### config.mk
export PLATFORM = sky130hd
export DESIGN_NAME = pipelined_prefix_adder
export DESIGN_NICKNAME = d
export VERILOG_FILES = /design/src/rtl/pipelined_prefix_adder.sv
export SDC_FILE = /design/constraint.sdc
export NUM_CORES = 1
export LEC_CHECK = 0
export CAP_MARGIN = 10
export CORE_ASPECT_RATIO = 0.75
export CORE_MARGIN = 4
export CORE_UTILIZATION = 50
export DETAILED_ROUTE_END_ITERATION = 10
export GPL_ROUTABILITY_DRIVEN = 1
export PLACE_DENSITY = 0.65
export SLEW_MARGIN = 0
export SYNTH_ARGS = -nofsm -noshare
export SYNTH_HDL_FRONTEND = slang
export SYNTH_SLANG_ARGS = --single-unit
### constraint.sdc
create_clock -name clk -period 29.9 [get_ports clk]
set_input_delay 5.98 -clock clk [delete_from_list [all_inputs] [get_ports clk]]
set_output_delay 5.98 -clock clk [all_outputs]
set_load 0.05 [all_outputs]
### src/rtl/pipelined_prefix_adder.sv
// Pipelined Kogge-Stone adder/subtractor: one (g,p) stage, LOG2W registered prefix levels,
// and one sum stage, all advancing together under a single valid/ready stall.
module pipelined_prefix_adder #(
  parameter int WIDTH = 32,
  parameter int TAG_W = 4
) (
  input  logic             clk,
  input  logic             rst,
  input  logic             in_valid,
  output logic             in_ready,
  input  logic [WIDTH-1:0] in_a,
  input  logic [WIDTH-1:0] in_b,
  input  logic             in_cin,
  input  logic             in_sub,
  input  logic [TAG_W-1:0] in_tag,
  output logic             out_valid,
  input  logic             out_ready,
  output logic [WIDTH-1:0] out_sum,
  output logic             out_cout,
  output logic             out_ovf,
  output logic [TAG_W-1:0] out_tag,
  output logic             busy
);

  localparam int LOG2W = $clog2(WIDTH);

  // index 0 is the (g,p) stage, index l is prefix level l
  logic [LOG2W:0]                  v_q, v_d;
  logic [LOG2W:0]                  cin_q, cin_d;
  logic [LOG2W:0][WIDTH-1:0]       g_q, g_d;
  logic [LOG2W:0][WIDTH-1:0]       p_q, p_d;
  logic [LOG2W:0][WIDTH-1:0]       x_q, x_d;
  logic [LOG2W:0][TAG_W-1:0]       tg_q, tg_d;

  logic             ov_q, ov_d;
  logic [WIDTH-1:0] sum_q, sum_d;
  logic             cout_q, cout_d;
  logic             ovf_q, ovf_d;
  logic [TAG_W-1:0] otag_q, otag_d;

  logic             advance;
  logic [WIDTH-1:0] b_eff;
  logic             cin_eff;
  logic [WIDTH-1:0] carry;

  always_comb begin
    advance = !ov_q || out_ready;
    b_eff   = in_sub ? ~in_b : in_b;
    cin_eff = in_sub | in_cin;
    carry   = {g_q[LOG2W][WIDTH-2:0], cin_q[LOG2W]};

    v_d    = v_q;
    cin_d  = cin_q;
    g_d    = g_q;
    p_d    = p_q;
    x_d    = x_q;
    tg_d   = tg_q;
    ov_d   = ov_q;
    sum_d  = sum_q;
    cout_d = cout_q;
    ovf_d  = ovf_q;
    otag_d = otag_q;

    if (advance) begin
      v_d[0]   = in_valid;
      cin_d[0] = cin_eff;
      x_d[0]   = in_a ^ b_eff;
      g_d[0]   = in_a & b_eff;
      p_d[0]   = in_a ^ b_eff;
      // bit 0 absorbs the carry-in, so its group signal is fully resolved
      g_d[0][0] = (in_a[0] & b_eff[0]) | ((in_a[0] ^ b_eff[0]) & cin_eff);
      p_d[0][0] = 1'b0;
      tg_d[0]  = in_tag;

      for (int l = 1; l <= LOG2W; l++) begin
        v_d[l]   = v_q[l-1];
        cin_d[l] = cin_q[l-1];
        x_d[l]   = x_q[l-1];
        tg_d[l]  = tg_q[l-1];
        for (int j = 0; j < (1 << (l-1)); j++) begin
          g_d[l][j] = g_q[l-1][j];
          p_d[l][j] = p_q[l-1][j];
        end
        for (int j = (1 << (l-1)); j < WIDTH; j++) begin
          g_d[l][j] = g_q[l-1][j] | (p_q[l-1][j] & g_q[l-1][j-(1 << (l-1))]);
          p_d[l][j] = p_q[l-1][j] & p_q[l-1][j-(1 << (l-1))];
        end
      end

      ov_d   = v_q[LOG2W];
      sum_d  = x_q[LOG2W] ^ carry;
      cout_d = g_q[LOG2W][WIDTH-1];
      ovf_d  = g_q[LOG2W][WIDTH-1] ^ g_q[LOG2W][WIDTH-2];
      otag_d = tg_q[LOG2W];
    end
  end

  always_ff @(posedge clk or posedge rst) begin
    if (rst) begin
      v_q    <= '0;
      cin_q  <= '0;
      g_q    <= '0;
      p_q    <= '0;
      x_q    <= '0;
      tg_q   <= '0;
      ov_q   <= 1'b0;
      sum_q  <= '0;
      cout_q <= 1'b0;
      ovf_q  <= 1'b0;
      otag_q <= '0;
    end else begin
      v_q    <= v_d;
      cin_q  <= cin_d;
      g_q    <= g_d;
      p_q    <= p_d;
      x_q    <= x_d;
      tg_q   <= tg_d;
      ov_q   <= ov_d;
      sum_q  <= sum_d;
      cout_q <= cout_d;
      ovf_q  <= ovf_d;
      otag_q <= otag_d;
    end
  end

  assign in_ready  = !ov_q || out_ready;
  assign out_valid = ov_q;
  assign out_sum   = sum_q;
  assign out_cout  = cout_q;
  assign out_ovf   = ovf_q;
  assign out_tag   = otag_q;
  assign busy      = (|v_q) || ov_q;

endmodule

== Yosys cells after proc, flatten, opt, wreduce, memory -nomap -nowiden ==
Cells that the tools add are included.
Cells by class
  bitwise operators: 366
  reduce and logical (&&, ||, !) cells: 4
  mux-type cells: 1
Operators by type and width (number)
  1-bit bitwise AND: 229
  1-bit OR: 131
  32-bit bitwise XOR: 2
  32-bit bitwise AND: 1
  32-bit 2-to-1 mux: 1
  32-bit inverter: 1
  6-bit OR reduction: 1
  1-bit logical OR: 2
  1-bit bitwise XOR: 2
  1-bit zero test: 1
Word-level totals
  output and inout port bits: 41
  flip-flop bits (word level): 588
  logic and storage cells: 401
  bits of input ports: 74

== Depth between registers and ports, before layout ==
  depth in word-level cells: 5
  depth in mapped cells: 8
  mapped depth without buffers: 4

== Worst setup path after synthesis ==
No wires, ideal clock.
  kind: input to output
  from: input out_ready
  to: output in_ready
  arrival: 6.662 ns
  slack: 17.258 ns
  cell stages on the path: 6
  data required time: 23.920 ns
  path buffers: 4
  path through: nor2b_4 > buf_6 > buf_6 > inv_4 > buf_6 > buf_6
Between the ends
  word-level cells in the longest chain between the ends: 1
RTL lines
  start, declared: line 17  | input logic out_ready,
  1-bit logical OR: line 126  | assign in_ready = !ov_q || out_ready;
  end, declared: line 10  | output logic in_ready,
Every way passes these cells.

== Worst setup path in the final report ==
Same ends and word-level chain as after synthesis.

==> impl_metrics.csv <==
group,metric,value,unit
run_status,status,"finished clean",
sta,tightestPinTransition,1.15,ns
route,drt-pass1-iter-count,5,
pwr,peakVddDrop,0.0561,mV
cells_and_area,area_delta_synth_final,12.4,%
cells_and_area,fillers,3850,
floorplanning,die_w,262,um
route,wl,51.7,mm
sta,clock_skew,0.0228,ns
pwr,switchingPower,992,uW
sta,rsz0062_at_grt,"false",
route,wl_met2,22.4,mm
clock_tree,clk_latency,0.58,ns
floorplanning,die_h,199,um
synth,synth_fp_nets,1899,
synth,synth_flop_cell,"dfrtp_1",
setup_path,max_stage_delay,0.94,ns
global_routing,grt_pass1_vias,14300,
clock_tree,clock-root-buffer,"clkbuf_16",
global_routing,grt_first_pass_wirelength,83.4,mm
synth,synth_most_common_cell,"dfrtp_1",
hold_path,hold_path_class,"register to register",
pwr,p_clk_frac,0.225,
cells_and_area,final_net_count,1966,
route,routedWlPerCell,20.4,um
clock_tree,clk_pin_slew,0.06,ns
setup_path,cp-start-kind,"primary input",
setup_path,required,23.92,ns
sta,layout_min_cycle_time,14.18,ns
placed_design,place_congestion,0.830,
floorplanning,die_area,52100,sq um
route,ant_nets,0,
cells_and_area,multi_input_area,9540,sq um
placed_design,port_buffers,114,
synth,seq_area_frac_synth,0.575,
placed_design,place_area,25600,sq um
clock_tree,post_cts_buffers,0,
global_routing,grt_start_max_net_pins,147,
sta,setup_viol,0,
synth,syn_area_per_cell,13.5,sq um
route,drtIter0Drc,1266,
synth,yosys.area.top_type,"dfrtp_1",
global_routing,antenna_found_initial,3,
clock_tree,cts-hold-fix-buffers,0,
global_routing,overflow,0,
synth,synthesis.area,24300,sq um
synth,synth_cells,1793,
synth,synth-async-reset-ratio,1.00,
cells_and_area,ff_latch_area,13900,sq um
synth,ys_ff_latch,557,
synth,yosys_warnings,0,
floorplanning,rows,69,
pwr,p_int,1.96,mW
floorplanning,core,47700,sq um
synth,synth_top_area_share,0.575,
setup_path,crit_fanout,134,
clock_tree,htreeDepth,2,
cells_and_area,post-route-cell-area,27300,sq um
floorplanning,io-pin-count,115,
clock_tree,cts_num_sinks,557,
clock_tree,clockBufferDepth,3,
setup_path,arrival,8.20,ns
clock_tree,postCtsResizedCells,0,
synth,synth_commonest_cells,"557 x dfrtp_1, 256 x mux2_4, 228 x o21ai_0",
clock_tree,cts_tree,"built",
setup_path,path_cells,"buf_4, nor2b_4, inv_16, clkdlybuf4s50_1",
sta,slew_headroom,0.233,
synth,ys_types,23,
setup_path,cp_num_buf_inv,3,
sta,tns,0,ns
sta,timing.fmax,70.5,MHz
route,vias_per_cell,5.53,
setup_path,path_class,"primary input to output pin",
pwr,seq_power_share,0.467,
setup_path,path_delay_family,"buffers and inverters",
synth,synth_area_leaders,"dfrtp_1 57%, mux2_4 16%, nand3b_1 7.0%, o21ai_0 4.7%, mux2_2 3.3%",
setup_path,crit_path_end_kind,"output pin",
pwr,power_frac_comb,0.309,
clock_tree,cts_inserted_buffers,53,
flow_run,cap_violations,0,
route,drcViolationCount,0,
placed_design,dp.final_hpwl,33.8,mm
sta,final_hold_viol_count,0,
cells_and_area,insertedDiodeCount,0,
cells_and_area,layout-drive-gt1-share,0.226,
setup_path,cp_slowest_cell,"clkdlybuf4s50_1",
route,routed-via-count,14000,
pwr,powerDensity,108,nW/um^2
pwr,p_leak,12.2,nW
sta,period_share,0.474,
route,met3_length,2.34,mm
floorplanning,initial_utilization,0.509,
route,wl_met1,26.0,mm
global_routing,grt_usage,0.197,
synth,synth-edff-count,0,
pwr,power.share.switching,0.336,
route,top_layer_used,"met5",
sta,drv_slew,0,
==> path summary, 6_finish.rpt <==
path	start	end	slack, ns	depth (start not counted)
setup / recovery	out_ready	in_ready	15.72	4
hold / removal	x_q[61]	x_q[93]	0.50	1
setup reg to reg	out_valid	x_q[45]	25.70	5
hold reg to reg	x_q[61]	x_q[93]	0.50	1
max in group asynchronous	rst	x_q[185]	20.50	5
min in group asynchronous	rst	x_q[101]	5.94	2
==> per-layer routing <==
layer	GRT usage	vias to the layer above
li1	-	6488
met2	0.288	258
met5	0	-
met3	0.0360	72
met4	0.0413	2
met1	0.311	7200
==> registers in the layout, indices dropped and copies added (netlist names), 4 cells and up <==
name,flops
cin_q,6
x_q,192
tg_q,24
out_tag,4
v_q,6
out_sum,32
g_q,161
p_q,98
carry,31
==> cell usage in the layout, fill, tap and decap left out, drive strengths merged <==
master         count
dfrtp            557
mux2             327
o21ai            228
nand3b           227
a21oi            130
clkdlybuf4s50    112
nand2             99
clkbuf            78
xor2              65
ha                32
buf               17
clkinv            10
inv                5
bufinv             3
nor3b              2
a31oi              1
nor2               1
nor4               1
nor3               1
nand2b             1
nor2b              1
==> power by group through the flow <==
stage,Sequential [mW],Combinational (mW),Clock [mW]
final,1.38,0.910,0.662
after global routing,1.42,0.984,0.709
after CTS,1.38,0.919,0.676
after detailed placement,1.39,0.913,0
after global placement,1.38,0.891,0
after floorplan,1.35,0.678,0
==> cells by family (layout without fill, tap and decap cells) <==
| kind of cell | count (synthesis) | after routing | synth area share |
|---|---|---|---|
| muxes | 327 | 327 | 0.191 |
| xor gates and xnor gates | 65 | 65 | 0.0235 |
| and+or+nand+nor | 333 | 333 | 0.0876 |
| adders and majority gates | 32 | 32 | 0.0165 |
| DFF | 557 | 557 | 0.575 |
| buffers and inverters | 120 | 225 | 0.0321 |
| AOI/OAI and AO/OA | 359 | 359 | 0.0741 |
==> area by class of cell <==
cell class	instances	area share
clock buffers	78	0.0569
repair buffers	129	0.0457
well taps	639	0.0293
flip-flops and latches	557	0.511
inverters	3	0.00128
multi-input cells	1116	0.350
clock inverters	15	0.00578
==> per-stage QoR <==
stage               total power, mW   util  hold slack (ns)  instances  setup WS [ns]
floorplan                      2.02      -            0.453       1793           8.34
global placement               2.27  0.536            0.469       2444          15.69
detailed placement             2.30  0.536            0.486       2444          15.68
CTS                            2.97  0.572            0.499       2537          15.67
global route                   3.11  0.572            0.516       2537          15.53
finish                         2.95  0.572            0.498       2537          15.72
No activity file was read; power rests on OpenSTA's default activity.
